--- config.mk ---
export PLATFORM = sky130hd
export DESIGN_NAME = jkff_bank
export DESIGN_NICKNAME = d
export VERILOG_FILES = /design/src/rtl/jkff_bank.sv
export SDC_FILE = /design/constraint.sdc
export NUM_CORES = 1
export LEC_CHECK = 0
export CAP_MARGIN = 25
export CORE_MARGIN = 4
export CORE_UTILIZATION = 45
export CTS_CLUSTER_SIZE = 25
export DETAILED_ROUTE_END_ITERATION = 7
export PLACE_DENSITY = 0.86
export SYNTH_ARGS = -nofsm -noshare
export SYNTH_HDL_FRONTEND = slang
export SYNTH_SLANG_ARGS = --single-unit
--- constraint.sdc ---
create_clock -name clock -period 2.35 [get_ports clock]
set_input_delay 0.3525 -clock clock [delete_from_list [all_inputs] [get_ports clock]]
set_output_delay 0.3525 -clock clock [all_outputs]
set_load 0.005 [all_outputs]
--- src/rtl/jkff_bank.sv ---
// Bank of WIDTH JK flip-flops with a shared clock, synchronous reset and clock enable.
// A 2-bit mode turns the bank into independent JK cells, an up counter, a down counter
// or a serial-in shift register. Qbar is registered alongside Q and always equals ~Q.
module jkff_bank #(
  parameter int unsigned       WIDTH       = 8,
  parameter bit                CLK_NEGEDGE = 1'b1,
  parameter logic [WIDTH-1:0]  RESET_VALUE = '0
) (
  input  logic             clock,
  input  logic             reset,
  input  logic             enable,
  input  logic [1:0]       mode,
  input  logic [WIDTH-1:0] J,
  input  logic [WIDTH-1:0] K,
  input  logic             serial_in,
  output logic [WIDTH-1:0] Q,
  output logic [WIDTH-1:0] Qbar,
  output logic             tc,
  output logic             serial_out
);

  typedef enum logic [1:0] {
    ModeJk    = 2'b00,
    ModeUp    = 2'b01,
    ModeDown  = 2'b10,
    ModeShift = 2'b11
  } mode_e;

  logic [WIDTH-1:0] up_tog;
  logic [WIDTH-1:0] dn_tog;
  logic [WIDTH-1:0] jk_next;
  logic [WIDTH-1:0] shift_next;
  logic [WIDTH-1:0] q_d;
  logic             tc_d;

  // Per-bit toggle conditions for the counter modes, JK characteristic equation and shift path.
  always_comb begin
    up_tog        = '0;
    dn_tog        = '0;
    shift_next    = '0;
    up_tog[0]     = 1'b1;
    dn_tog[0]     = 1'b1;
    shift_next[0] = serial_in;
    for (int unsigned i = 1; i < WIDTH; i++) begin
      // Ripple-free carry chain: bit i toggles when every lower bit is 1 (up) or 0 (down).
      up_tog[i]     = up_tog[i-1] & Q[i-1];
      dn_tog[i]     = dn_tog[i-1] & ~Q[i-1];
      shift_next[i] = Q[i-1];
    end
    // Q+ = J & ~Q | ~K & Q covers hold, clear, set and toggle in one expression.
    jk_next = (J & ~Q) | (~K & Q);
  end

  // Next-state and terminal-count selection; enable low holds state and drops tc.
  always_comb begin
    q_d  = Q;
    tc_d = 1'b0;
    if (enable) begin
      unique case (mode_e'(mode))
        ModeJk: begin
          q_d = jk_next;
        end
        ModeUp: begin
          q_d  = Q ^ up_tog;
          tc_d = &Q;
        end
        ModeDown: begin
          q_d  = Q ^ dn_tog;
          tc_d = ~|Q;
        end
        ModeShift: begin
          q_d = shift_next;
        end
        default: begin
          q_d = Q;
        end
      endcase
    end
  end

  // State registers on the selected clock edge; Qbar comes from q_d so it never lags Q.
  generate
    if (CLK_NEGEDGE) begin : g_negedge
      always_ff @(negedge clock) begin
        if (reset) begin
          Q    <= RESET_VALUE;
          Qbar <= ~RESET_VALUE;
          tc   <= 1'b0;
        end else begin
          Q    <= q_d;
          Qbar <= ~q_d;
          tc   <= tc_d;
        end
      end
    end else begin : g_posedge
      always_ff @(posedge clock) begin
        if (reset) begin
          Q    <= RESET_VALUE;
          Qbar <= ~RESET_VALUE;
          tc   <= 1'b0;
        end else begin
          Q    <= q_d;
          Qbar <= ~q_d;
          tc   <= tc_d;
        end
      end
    end
  endgenerate

  // Serial tap is a plain wire from the top bit.
  always_comb begin
    serial_out = Q[WIDTH-1];
  end

endmodule

# After elaboration in Yosys (flattened, before gate mapping)
# Index checks and enable logic that the tools add are counted.
# W data, S select, Z words.
op_classes:
  n_eq_ne: 3
  mux: 3
  bitwise_logic: 28
  n_reduce_logical: 5
ops:
  columns: ["cell", "count"]
  rows:
  - ["$pmux W8 S4", 1]
  - ["$not A8 Y8", 3]
  - ["$and A8 B8 Y8", 2]
  - ["$xor A8 B8 Y8", 2]
  - ["$and A1 B1 Y1", 12]
  - ["$mux W8", 1]
  - ["$not A1 Y1", 8]
  - ["$or A8 B8 Y8", 1]
  - ["$reduce_and A8 Y1", 1]
  - ["$reduce_or A8 Y1", 1]
  - ["$eq A2 B2 Y1 const B", 2]
  - ["$eq A2 B1 Y1 const B", 1]
  - ["$logic_not A2 Y1", 1]
  - ["$pmux W1 S2", 1]
  - ["$reduce_or A2 Y1", 1]
  - ["$logic_not A1 Y1", 1]
word_totals:
  ff_bits: 17
  inputBits: 22
  out_inout_bits: 18
  elab_cells: 42

# Logic depth before layout (Yosys ltp)
logic_depth:
  ltp_word: 11
  mapped_depth: 8
  depth_no_buf: 6

==> qor.yml <==
status:
  status: "finished, violations left"
  violations: "negative setup slack"
clock_tree:
  cts_tree: "yes"
  cts_buffer_depth: 2
  cts_root_buf: "clkbuf_4"
  clk_latency_ns: 0.39
  cts_buffers: 3
  htreeDepth: 1
  clk_pin_slew_ns: 0.04
  clkSinkCount: 17
  cts_hold_buf: 0
min_path:
  whs_path_depth: 2
  holdCritPathClass: "register to register"
  hold_path_end: "Qbar[1]"
  worstHoldStart: "Q[1]"
drt:
  drc_errors: 0
  wirelength_um: 5450
  drt-wirelength-per-cell_um: 21.0
  drt_iter0_markers: 141
  detail-route-antenna-nets: 0
  drt_pass1_iterations: 5
  via_per_inst: 6.32
  vias: 1638
finish:
  multi_input_comb_area_um2: 917
  fill_cells: 132
  final_util_pct: 86.1
  nets: 256
  final_layout_size_suffix_gt1_share_pct: 48.9
  diodes: 0
  areaGrowthSynthToFinish_pct: 81.0
  seqCellArea_um2: 358
synthesis:
  synth_flop_cell: "dfxtp_1"
  synth_top_family_by_area: "simple AND/OR/NAND/NOR gates"
  synth-simple-area-share_pct: 28.1
  synth_fp_nets: 171
  synth-async-reset-ratio_pct: 0
  yosys.area_share.xor_xnor_pct: 1.49
  ys_ff_latch: 17
  synth.distinct_cells: 55
  synth-compound-area-share_pct: 26.8
  yosys-top-cells-area: "dfxtp_1 29%, a21oi_1 4.7%, ha_1 4.2%"
  synthAdderAreaFrac_pct: 4.25
  ys_seq_area_share_pct: 28.9
  synth_area_um2: 1180
  synth_edf_count: 0
  ys_warn_count: 0
  synth_area_leader_cell: "dfxtp_1"
  synthMuxAreaShare_pct: 2.55
  synth_cells: 145
  syn_area_per_cell_um2: 8.13
  netlist.area_leader.share_pct: 28.9
sta:
  worst_pin_slew_ns: 0.454
  hold_slack_ns: 0.694
  setup_violations: 20
  fin_setup_tns_ns: -6.14
  fin_skew_ns: 0.0204
  drv_slew: 0
  rsz0062_at_grt: "true"
  hold_viol: 0
  slew_headroom_pct: 69.7
  timing.final.ws_setup_ns: -0.594
critical_path:
  r2r-start: "Q[0]"
  crit_type: "input pin to register"
  cp_cell_sequence: "buf_12, inv_12, ha_4, or3b_4, buf_6, o22a_2, or4b_4, a31o_4"
  critPathMaxStageDelay_ns: 0.50
  critPathRequiredTime_ns: 1.45
  worst-path-max-fanout: 2
  start_kind: "input pin"
  reg2reg_slack_ns: 0.29
  crit_slowest_cell: "or4b_4"
  cp_data_arrival_time_ns: 2.04
  critPathCaptureType: "register"
  r2r_end: "Qbar[5]"
  reg2regPathDepth: 5
job:
  maxCapViolCount: 0
place:
  numPortBuffers: 39
  gp_congestion: 0.842
  dp_hpwl_um: 2770
power_and_ir_drop:
  p_leak_nw: 0.966
  power.density_nw_per_um2: 478
  ir_worst_vdd_mv: 0.425
  totalPowerFinal_mw: 1.02
floorplan:
  design.core.area_um2: 2480
  fp-row-count: 18
  start_util_pct: 47.6
  dieWidth_um: 59.2
  io_pins: 40
  dieHeight_um: 59.2
  dieArea_um2: 3500
global_routing:
  overflow: 0
  grt_pass1_vias: 1593
  grt_pass1_wl_um: 7160
  grt_usage_pct: 26.9
  antenna_found_initial: 0
  grt_max_degree: 14
==> synthesized netlist by cell type (all sizes together), types with 2 or more instances <==
cell type  number
dfxtp          17
a21oi          11
clkbuf         11
nor2            8
inv             7
nand2           7
a31oi           5
a31o            4
and2            4
ha              4
and3b           3
buf             3
mux2i           3
nand2b          3
nand3           3
nand3b          3
nand4           3
o21ai           3
a211o           2
a211oi          2
a21o            2
a22oi           2
and3            2
nor2b           2
nor3            2
nor4            2
nor4b           2
o22ai           2
or4b            2
xnor2           2
==> final cells by class <==
class / count / share of cell area [%]
Inverter: 7 / 1.99
Sequential cell: 17 / 16.8
Clock inverter: 18 / 3.17
Clock buffer: 3 / 1.06
Multi-Input combinational cell: 106 / 43.0
Tap cell: 30 / 1.76
Timing Repair Buffer: 78 / 32.3
==> worst max path at each step <==
stage / startpoint / to / slack, ns / cells after the start
after floorplan: mode[0] / Qbar[5] / -0.82 / 6
after global placement: mode[0] / Qbar[5] / -1.44 / 7
after detailed placement: mode[0] / Qbar[5] / -1.50 / 7
after CTS: mode[0] / Qbar[5] / -0.61 / 7
after global routing: mode[0] / Qbar[4] / -0.60 / 8
final: mode[0] / Qbar[4] / -0.59 / 8
==> kinds of logic (layout without fill, tap and decap cells) <==
family          count (synthesis)  in the layout
compound gates                 44             44
xor+xnor                        2              2
simple gates                   53             53
buf+inv                        22            106
fa+ha+maj                       4              4
mux                             3              3
flops                          17             17
==> critical path, delay by kind of cell <==
kind / cells / cell delay [ns]
compound gates: 2 / 0.41
fa+ha+maj: 1 / 0.11
buf+inv: 3 / 0.28
simple gates: 2 / 0.88
==> cell usage in the layout (no fill, tap or decap), types with 3 or more instances in the layout <==
| master | count |
|---|---|
| buf_4 | 29 |
| nand3b_1 | 3 |
| a31oi_1 | 4 |
| dfxtp_1 | 3 |
| nand4_1 | 3 |
| buf_2 | 11 |
| clkdlybuf4s50_1 | 18 |
| ha_4 | 3 |
| clkbuf_4 | 3 |
| a21oi_1 | 10 |
| and2_1 | 3 |
| dfxtp_2 | 14 |
| nand2b_1 | 3 |
| buf_6 | 17 |
| o21ai_0 | 3 |
| nand2_1 | 7 |
| inv_1 | 22 |
| nor2_1 | 8 |
==> metal layers <==
layer,routed length (µm),vias up,share of wire [%],global-route usage (%)
met2,2670,144,49,45.3
met1,2050,757,38,31.6
met4,160,0,2.9,13.3
li1,-,715,-,-
met5,0,-,0,0
met3,566,22,10,6.75
==> sequential cells by signal, indices dropped and copies added, names as in the netlist, named ones only <==
name and flops:
Qbar 8, tc 1, Q 7
==> stage by stage <==
step	instances	area (µm²)	setup WS, ns
6_report	259	2130	-0.594
5_1_grt	259	2130	-0.598
4_1_cts	255	1960	-0.607
3_5_place_dp	228	1790	-1.50
3_3_place_gp	228	1790	-1.44
2_1_floorplan	145	1230	-0.824
==> timing repair <==
action / 4_1_cts / 5_1_grt
cloned: 1 / 0
pin swaps: 17 / 12
resized for setup: 119 / 31
endpoints found under the setup margin: 35 / 32
setup buffers: 7 / 6
==> power by group <==
part           internal [mW]  leakage, nW  switching (mW)
Sequential             0.317        0.141          0.0127
Combinational          0.201        0.715           0.186
Clock                 0.0997        0.110           0.203
Total                  0.618        0.966           0.402
Note: power is estimated with default switching activity, not from simulation.
